**src/rtl/pe_ctx_sequencer.sv**
```systemverilog
// Context sequencer that replays stored PE ctrl words, one per cycle, for a programmed number of passes.
// When it is not issuing it drives NOP, because the PE executes on every clock.
module pe_ctx_sequencer #(
    parameter int                CTRL_W = 11,
    parameter int                DEPTH  = 16,
    parameter int                AW     = $clog2(DEPTH),
    parameter int                LOOP_W = 8,
    parameter logic [CTRL_W-1:0] NOP    = {3'b111, 8'b0}
) (
    input  logic              clk,
    input  logic              rst_n,
    input  logic              cfg_valid,
    output logic              cfg_ready,
    input  logic [AW-1:0]     cfg_addr,
    input  logic [CTRL_W-1:0] cfg_data,
    input  logic              start,
    input  logic [AW:0]       ctx_len,
    input  logic [LOOP_W-1:0] passes,
    input  logic              stall,
    input  logic              abort,
    output logic [CTRL_W-1:0] ctrl_out,
    output logic              ctrl_valid,
    output logic              busy,
    output logic              done,
    output logic              err
);
    typedef enum logic {IDLE, RUN} state_t;

    state_t              state, state_nx;
    logic [CTRL_W-1:0]   mem [DEPTH];
    logic [AW-1:0]       pc;
    logic [AW:0]         len;
    logic [LOOP_W-1:0]   pass_cnt;

    logic                bad_start, is_last, pc_end;
    logic [AW-1:0]       npc, issue_pc;
    logic [LOOP_W-1:0]   npass;

    assign bad_start = (ctx_len == '0) || (ctx_len > (AW+1)'(DEPTH)) || (passes == '0);
    assign pc_end    = ({1'b0, pc} == len - (AW+1)'(1));
    assign is_last   = pc_end && (pass_cnt == LOOP_W'(1));
    assign npc       = pc_end ? '0 : pc + AW'(1);
    assign npass     = pc_end ? pass_cnt - LOOP_W'(1) : pass_cnt;
    // While ctrl_valid is high, pc names the word now on ctrl_out, so the next word follows it.
    // After a stall, pc already names the held word.
    assign issue_pc  = ctrl_valid ? npc : pc;

    always_ff @(posedge clk or negedge rst_n) begin
        if (!rst_n) state <= IDLE;
        else        state <= state_nx;
    end

    always_comb begin
        state_nx = state;
        case (state)
            IDLE: if (start && !bad_start) state_nx = RUN;
            RUN:  if (abort || (ctrl_valid && is_last)) state_nx = IDLE;
            default: state_nx = IDLE;
        endcase
    end

    always_comb begin
        cfg_ready = (state == IDLE) && !start;
        busy      = (state == RUN);
    end

    always_ff @(posedge clk or negedge rst_n) begin
        if (!rst_n) begin
            for (int i = 0; i < DEPTH; i++) mem[i] <= NOP;
            pc         <= '0;
            len        <= '0;
            pass_cnt   <= '0;
            ctrl_out   <= NOP;
            ctrl_valid <= 1'b0;
            done       <= 1'b0;
            err        <= 1'b0;
        end else begin
            ctrl_out   <= NOP;
            ctrl_valid <= 1'b0;
            done       <= 1'b0;
            err        <= 1'b0;
            case (state)
                IDLE: begin
                    if (cfg_valid && cfg_ready) mem[cfg_addr] <= cfg_data;
                    if (start) begin
                        if (bad_start) begin
                            err <= 1'b1;
                        end else begin
                            len        <= ctx_len;
                            pass_cnt   <= passes;
                            pc         <= '0;
                            ctrl_out   <= mem[0];
                            ctrl_valid <= 1'b1;
                        end
                    end
                end
                RUN: begin
                    if (abort) begin
                        // NOP defaults apply; the sequence is dropped
                    end else if (ctrl_valid && is_last) begin
                        done <= 1'b1;
                    end else begin
                        if (ctrl_valid) begin
                            pc       <= npc;
                            pass_cnt <= npass;
                        end
                        if (!stall) begin
                            ctrl_out   <= mem[issue_pc];
                            ctrl_valid <= 1'b1;
                        end
                    end
                end
                default: ;
            endcase
        end
    end
endmodule

```
**config.mk**
```make
export PLATFORM = sky130hd
export DESIGN_NAME = pe_ctx_sequencer
export DESIGN_NICKNAME = d
export VERILOG_FILES = /design/src/rtl/pe_ctx_sequencer.sv
export SDC_FILE = /design/constraint.sdc
export NUM_CORES = 1
export LEC_CHECK = 0
export CAP_MARGIN = 30
export CORE_ASPECT_RATIO = 0.75
export CORE_MARGIN = 2
export CORE_UTILIZATION = 30
export CTS_CLUSTER_SIZE = 20
export DETAILED_ROUTE_END_ITERATION = 16
export PLACE_DENSITY = 0.47
export SYNTH_ARGS = -nofsm -noshare
export SYNTH_HDL_FRONTEND = slang
export SYNTH_SLANG_ARGS = --single-unit
```
**constraint.sdc**
```tcl
create_clock -name clk -period 3.71 [get_ports clk]
set_clock_uncertainty 0.1 [all_clocks]
set_input_delay 0.5565 -clock clk [delete_from_list [all_inputs] [get_ports clk]]
set_output_delay 0.5565 -clock clk [all_outputs]
set_load 0.05 [all_outputs]
```
* Yosys cells after proc, flatten, opt, wreduce, memory -nomap -nowiden
Cells that the tools add are included. W data, S select, Z words.
Operators by class: add/sub/neg operators 3, magnitude comparators 4, eq/ne operators 8, multiplexer cells 41, bitwise operators 4, reduce and logical (&&, ||, !) cells 17
Operator list (number):
- $bwmux W176 | 1
- $mux W11 | 8
- $mux W8 | 6
- $bmux W11 S4 | 1
- $demux W11 S4 | 1
- $mux W4 | 6
- $pmux W11 S2 | 1
- $pmux W8 S2 | 1
- $mux W1 | 13
- $ge A5 B5 Y1 const B | 2
- $ne A2 B2 Y1 const B | 5
- $not A4 Y5 | 2
- $eq A8 B1 Y1 const B | 1
- $logic_not A8 Y1 | 1
- $pmux W4 S2 | 1
- $sub A8 B1 Y8 const B | 1
- $logic_and A1 B1 Y1 | 6
- $reduce_and A6 Y1 | 1
- $eq A4 B5 Y1 | 1
- $gt A5 B5 Y1 const B | 1
- $logic_not A5 Y1 | 1
- $lt A5 B1 Y1 const B | 1
- $sub A5 B1 Y5 const B | 1
- $add A4 B1 Y4 const B | 1
- other kinds (8) | 13
Word-level totals: bits in registers 208, input bits 34, output and inout bits 16, logic and storage cells 101

* Depth between registers and ports, before layout
word-level depth 12, depth in mapped cells 11, mapped depth without buffers 9

* Worst setup path after synthesis
No wires, ideal clock.
kind register -> register, start reg state (netlist: busy), end reg mem[167] in the netlist's numbering, setup time 0.125 ns, arrival 2.858 ns, data required time 3.485 ns, setup slack 0.627 ns, stages on the path, launching flop included 7, buffers on the path 1, clock period less this slack 3.083 ns, path through dfrtp_1 -> nor2_1 -> nand2_1 -> or3_1 -> nor3_1 -> buf_2 -> mux2_2
Between the ends: longest elaborated chain between the ends 4
Ends and longest elaborated chain:
- start: declaration | RTL line 29 | state_t state, state_nx;
- start signal: assignment | RTL line 50 | else state <= state_nx;
- $not A1 Y1 (no line)
- $logic_and A1 B1 Y1 | RTL line 63 | cfg_ready = (state == IDLE) && !start;
- via cfg_ready | RTL line 13 | output logic cfg_ready,
- $logic_and A1 B1 Y1 | RTL line 84 | if (cfg_valid && cfg_ready) mem[cfg_addr] <= cfg_data;
- $reduce_and A2 Y1 (no line)
- end signal: indexed assignment | RTL line 84
- end: declaration | RTL line 30 | logic [CTRL_W-1:0] mem [DEPTH];
The timed path passes the listed nets, and every way through them passes these cells. A chain may end at the register's enable or synchronous reset.

* Final worst setup path
start reg len[0], end reg ctrl_out[1]
Between the ends: longest elaborated chain between the ends 12, elaborated cells between the ends (all ways) 14, those cells by class add/sub: 1; eq/ne: 1; mux: 9; bitwise: 1; reduce/logical: 2
Ends and longest elaborated chain:
- start: declaration | RTL line 32 | logic [AW:0] len;
- start signal: assignment | RTL line 89 | len <= ctx_len;
- $sub A5 B1 Y5 (*) | RTL line 40 | assign pc_end = ({1'b0, pc} == len - (AW+1)'(1));
- $eq A4 B5 Y1 (*) | RTL line 40
- $mux W4 | RTL line 42 | assign npc = pc_end ? '0 : pc + AW'(1);
- $mux W4
- $not A4 Y5 (not written as such) | RTL line 108 | ctrl_out <= mem[issue_pc];
- $bmux W11 S4 | RTL line 108
- $mux W11 (not written as such) (2 in series) | RTL line 108
- $mux W11 | RTL line 107 | if (!stall) begin
- $mux W11 (*) | RTL line 100 | end else if (ctrl_valid && is_last) begin
- $mux W11 (*) | RTL line 98 | if (abort) begin
- $pmux W11 S2 (*) | RTL line 82 | case (state)
- end signal: assignment | RTL line 92 | ctrl_out <= mem[0];
- end signal: assignment | RTL line 108
- end: declaration | RTL line 21 | output logic [CTRL_W-1:0] ctrl_out,
Every way passes the cells marked *; elsewhere a longest branch is shown, timed or not. The select of a mux whose other input is x is not followed.

==> load_flow_metrics.sql <==
INSERT INTO impl_metrics (metric_group, metric, value, unit) VALUES
('final_layout', 'drive_above_1_share', '0.323', ''),
('global_route', 'grt_use_total', '0.169', ''),
('synthesis', 'post_synth_num_cell_types', '63', ''),
('die', 'io_pins', '50', ''),
('clocking', 'clock_insertion_delay_worst_skew', '520', 'ps'),
('synthesis', 'seq_area_frac_synth', '0.497', ''),
('timing', 'whs', '-18.1', 'ps'),
('synthesis', 'postSynthNetCount', '964', ''),
('final_layout', 'postLayoutCoreUtil', '0.358', ''),
('die', 'floorplan.die.height', '167', 'um'),
('die', 'initial_utilization', '0.305', ''),
('global_route', 'global_route_wire_length_before_repair', '48300', 'um'),
('timing', 'timing.final.hold_violations', '27', ''),
('drt', 'routed-via-count', '7609', ''),
('final_layout', 'n_fill_cell', '3437', ''),
('drt', 'drt-vias-per-instance', '5.27', ''),
('setup_path', 'worst_setup_end_kind', 'register', ''),
('clocking', 'tritoncts.num_buffers', '22', ''),
('synthesis', 'post_synthesis_cell_count', '926', ''),
('clocking', 'clock_pin_slew_of_the_registers_on_the_worst_case_setup_and_hold_paths', '60', 'ps'),
('clocking', 'post_cts_hold_buffer_count', '0', ''),
('status', 'violated_checks', 'negative hold slack', ''),
('drt', 'detail_route.drc_violations', '0', ''),
('die', 'floorplan.die_area', '0.0369', 'mm^2'),
('final_layout', 'seqCellArea', '0.00527', 'mm^2'),
('drt', 'starting_drt_drc_count', '584', ''),
('pwr', 'peakVddDrop', '0.000404', 'V'),
('synthesis', 'post-synth-top-area-cell', 'sky130_fd_sc_hd__dfrtp_1', ''),
('setup_path', 'ff2ff_setup_slack', '540', 'ps'),
('die', 'fp-row-count', '59', ''),
('timing', 'maxSlewHeadroom', '0.383', ''),
('place', 'place.detailed.hpwl', '21300', 'um'),
('drt', 'routed_wirelength_normalized_by_instance_count', '21.6', 'um'),
('setup_path', 'worst-path-max-fanout', '17', ''),
('timing', 'finalWorstPathRequiredPeriod', '3170', 'ps'),
('clocking', 'cts_resized', '0', ''),
('clocking', 'cts.htree.levels', '1', ''),
('timing', 'clock.fmax', '315', 'MHz'),
('die', 'coreArea', '0.0348', 'mm^2'),
('pwr', 'power.leakage', '5.13', 'nW'),
('synthesis', 'synth_area_leaders', 'sky130_fd_sc_hd__dfrtp_1 37%, sky130_fd_sc_hd__mux2_2 18%, sky130_fd_sc_hd__dfstp_2 13%', ''),
('clocking', 'cts.sinks', '208', ''),
('final_layout', 'diodes', '0', ''),
('timing', 'grt_setup_unrepaired', 'no', ''),
('global_route', 'grt_antenna_before_repair', '0', ''),
('clocking', 'clk_root_buffer_cell', 'sky130_fd_sc_hd__clkbuf_16', ''),
('setup_path', 'crit_arrival', '3490', 'ps'),
('setup_path', 'timing.rr.start', 'len[0]', ''),
('final_layout', 'fin_nets', '1008', ''),
('setup_path', 'timing.rr.end', 'ctrl_out[1]', ''),
('setup_path', 'crit_type', 'reg2reg', ''),
('synthesis', 'ys_seq_elements', '208', ''),
('clocking', 'ctsLongestPathBuffers', '3', ''),
('drt', 'first_pass_iters', '5', ''),
('timing', 'tns', '0', 'ps'),
('place', 'io_buffers', '49', ''),
('place', 'gpl.final_weighted_congestion', '0.814', ''),
('global_route', 'largest_net_degree_at_the_start_of_global_routing', '96', ''),
('final_layout', 'syn_to_final_growth', '17.5', '%'),
('setup_path', 'cp.required', '4030', 'ps'),
('drt', 'wl', '31100', 'um'),
('synthesis', 'yosysWarnings', '0', ''),
('timing', 'min_period_over_period', '0.855', ''),
('setup_path', 'start_kind', 'register', ''),
('job', 'drv.max_cap_violation_count', '0', ''),
('setup_path', 'r2r.worst_path.cells', '9', ''),
('status', 'outcome', 'complete, but fails checks', ''),
('synthesis', 'postSynthAreaPerCell', '11.5', 'um^2'),
('timing', 'tightestPinTransition', '923', 'ps'),
('timing', 'finalSetupViolations', '0', ''),
('synthesis', 'synthFlopType', 'sky130_fd_sc_hd__dfrtp_1', ''),
('pwr', 'p_per_area', '540', 'mW/mm^2'),
('synthesis', 'synth_top_area_frac', '0.370', ''),
('clocking', 'cts_tree', 'done', ''),
('timing', 'report.final.slew_viol_count', '0', ''),
('synthesis', 'number_of_enable_flip_flop_cells_after_synthesis', '0', ''),
('global_route', 'grt-ovfl-total', '0', ''),
('synthesis', 'post_synth_instance_area', '0.0106', 'mm^2'),
('global_route', 'first_global_vias', '7624', ''),
('drt', 'final_antenna_net_count', '0', ''),
('final_layout', 'multi_input_comb_area', '0.00496', 'mm^2'),
('die', 'die_w', '221', 'um'),
('clocking', 'cts.repair_timing.setup_buffer_count', '0', ''),
('synthesis', 'asyncSetResetFlopFracSynth', '1.00', ''),
('min_path', 'hold_path_class', 'in2async', '');
## placed cells by master, fill, tap and decap left out, types with 16 or more instances in the layout
master / n
sky130_fd_sc_hd__a211oi_1: 16
sky130_fd_sc_hd__a21oi_1: 30
sky130_fd_sc_hd__a221oi_1: 18
sky130_fd_sc_hd__buf_4: 42
sky130_fd_sc_hd__clkbuf_16: 23
sky130_fd_sc_hd__clkdlybuf4s50_1: 48
sky130_fd_sc_hd__dfrtp_1: 156
sky130_fd_sc_hd__dfstp_2: 51
sky130_fd_sc_hd__inv_1: 20
sky130_fd_sc_hd__mux2_2: 169
sky130_fd_sc_hd__mux2i_1: 44
sky130_fd_sc_hd__nand2_1: 55
sky130_fd_sc_hd__nand3_1: 21
sky130_fd_sc_hd__nor2_1: 34
sky130_fd_sc_hd__o21ai_0: 60
## worst max-delay path, cell delays in order, from the launching register on
cell and delay (ps):
sky130_fd_sc_hd__dfrtp_1 380, sky130_fd_sc_hd__inv_1 70, sky130_fd_sc_hd__ha_1 230, sky130_fd_sc_hd__nor4bb_1 150
sky130_fd_sc_hd__a22oi_1 340, sky130_fd_sc_hd__a211o_1 640, sky130_fd_sc_hd__nand3_1 500, sky130_fd_sc_hd__a211oi_1 350
sky130_fd_sc_hd__nor3_1 100, sky130_fd_sc_hd__a31oi_1 200
## stage by stage
stage	worst slack, ps	instances	hold WS [ps]	power (mW)	cell area (um^2)
after floorplan	627	926	161	4.02	10600
after global placement	662	1403	384	4.50	11700
after detailed placement	609	1403	389	4.52	11700
after CTS	569	1443	17.5	6.81	12500
after global routing	225	1443	18.2	7.10	12500
final	538	1443	-18.1	6.73	12500
## sequential cells by signal, summed over array words and instances, names as in the netlist
signal,cells
len,5
ctrl_out,11
ctrl_valid,1
mem,176
done,1
busy,1
pc,4
pass_cnt,8
err,1
## worst max path at each step
stage | cells past startpoint | to | startpoint | slack (ps)
after detailed placement | 9 | ctrl_out[3] | len[0] | 610
after CTS | 9 | ctrl_out[3] | len[0] | 570
after global routing | 9 | ctrl_out[1] | len[0] | 230
after global placement | 6 | mem[62] | start | 660
final | 9 | ctrl_out[1] | len[0] | 540
after floorplan | 6 | mem[167] | busy | 630
## layer usage
layer | track usage | vias up | wire length, um
li1 | - | 3528 | -
met1 | 0.259 | 3894 | 15900
met2 | 0.251 | 150 | 13500
met3 | 0.0275 | 37 | 1210
met4 | 0.0292 | 0 | 505
met5 | 0 | - | 0
## power by group
group          internal, mW  switching (mW)
Clock                  1.32           0.943
Combinational         0.668           0.711
Sequential             2.79           0.306
Total                  4.77            1.96
## cells by family after synthesis
logic type	count (synthesis)	synth area share
AOI/OAI and AO/OA	220	0.143
muxes	216	0.227
DFF	208	0.497
and+or+nand+nor	171	0.0788
buffers and inverters	95	0.0383
xor gates and xnor gates	12	0.0117
adders and majority gates	4	0.00472
## final cells by class
cell class                      instances  area share
Inverter                               22     0.00663
Tap cell                              457      0.0459
Clock buffer                           32      0.0505
Clock inverter                          8     0.00743
Sequential cell                       208       0.423
Timing Repair Buffer                   93      0.0683
Multi-Input combinational cell        623       0.398
## synth_stat cells (all sizes together), types with 13 or more instances
master  instances
mux2          169
dfrtp         157
o21ai          62
nand2          55
dfstp          51
mux2i          44
clkbuf         41
nor2           37
buf            32
a21oi          30
inv            21
nand3          21
a211oi         18
a221oi         18
nor3           15
o22ai          13
Note: power is estimated with default switching activity, not from simulation.
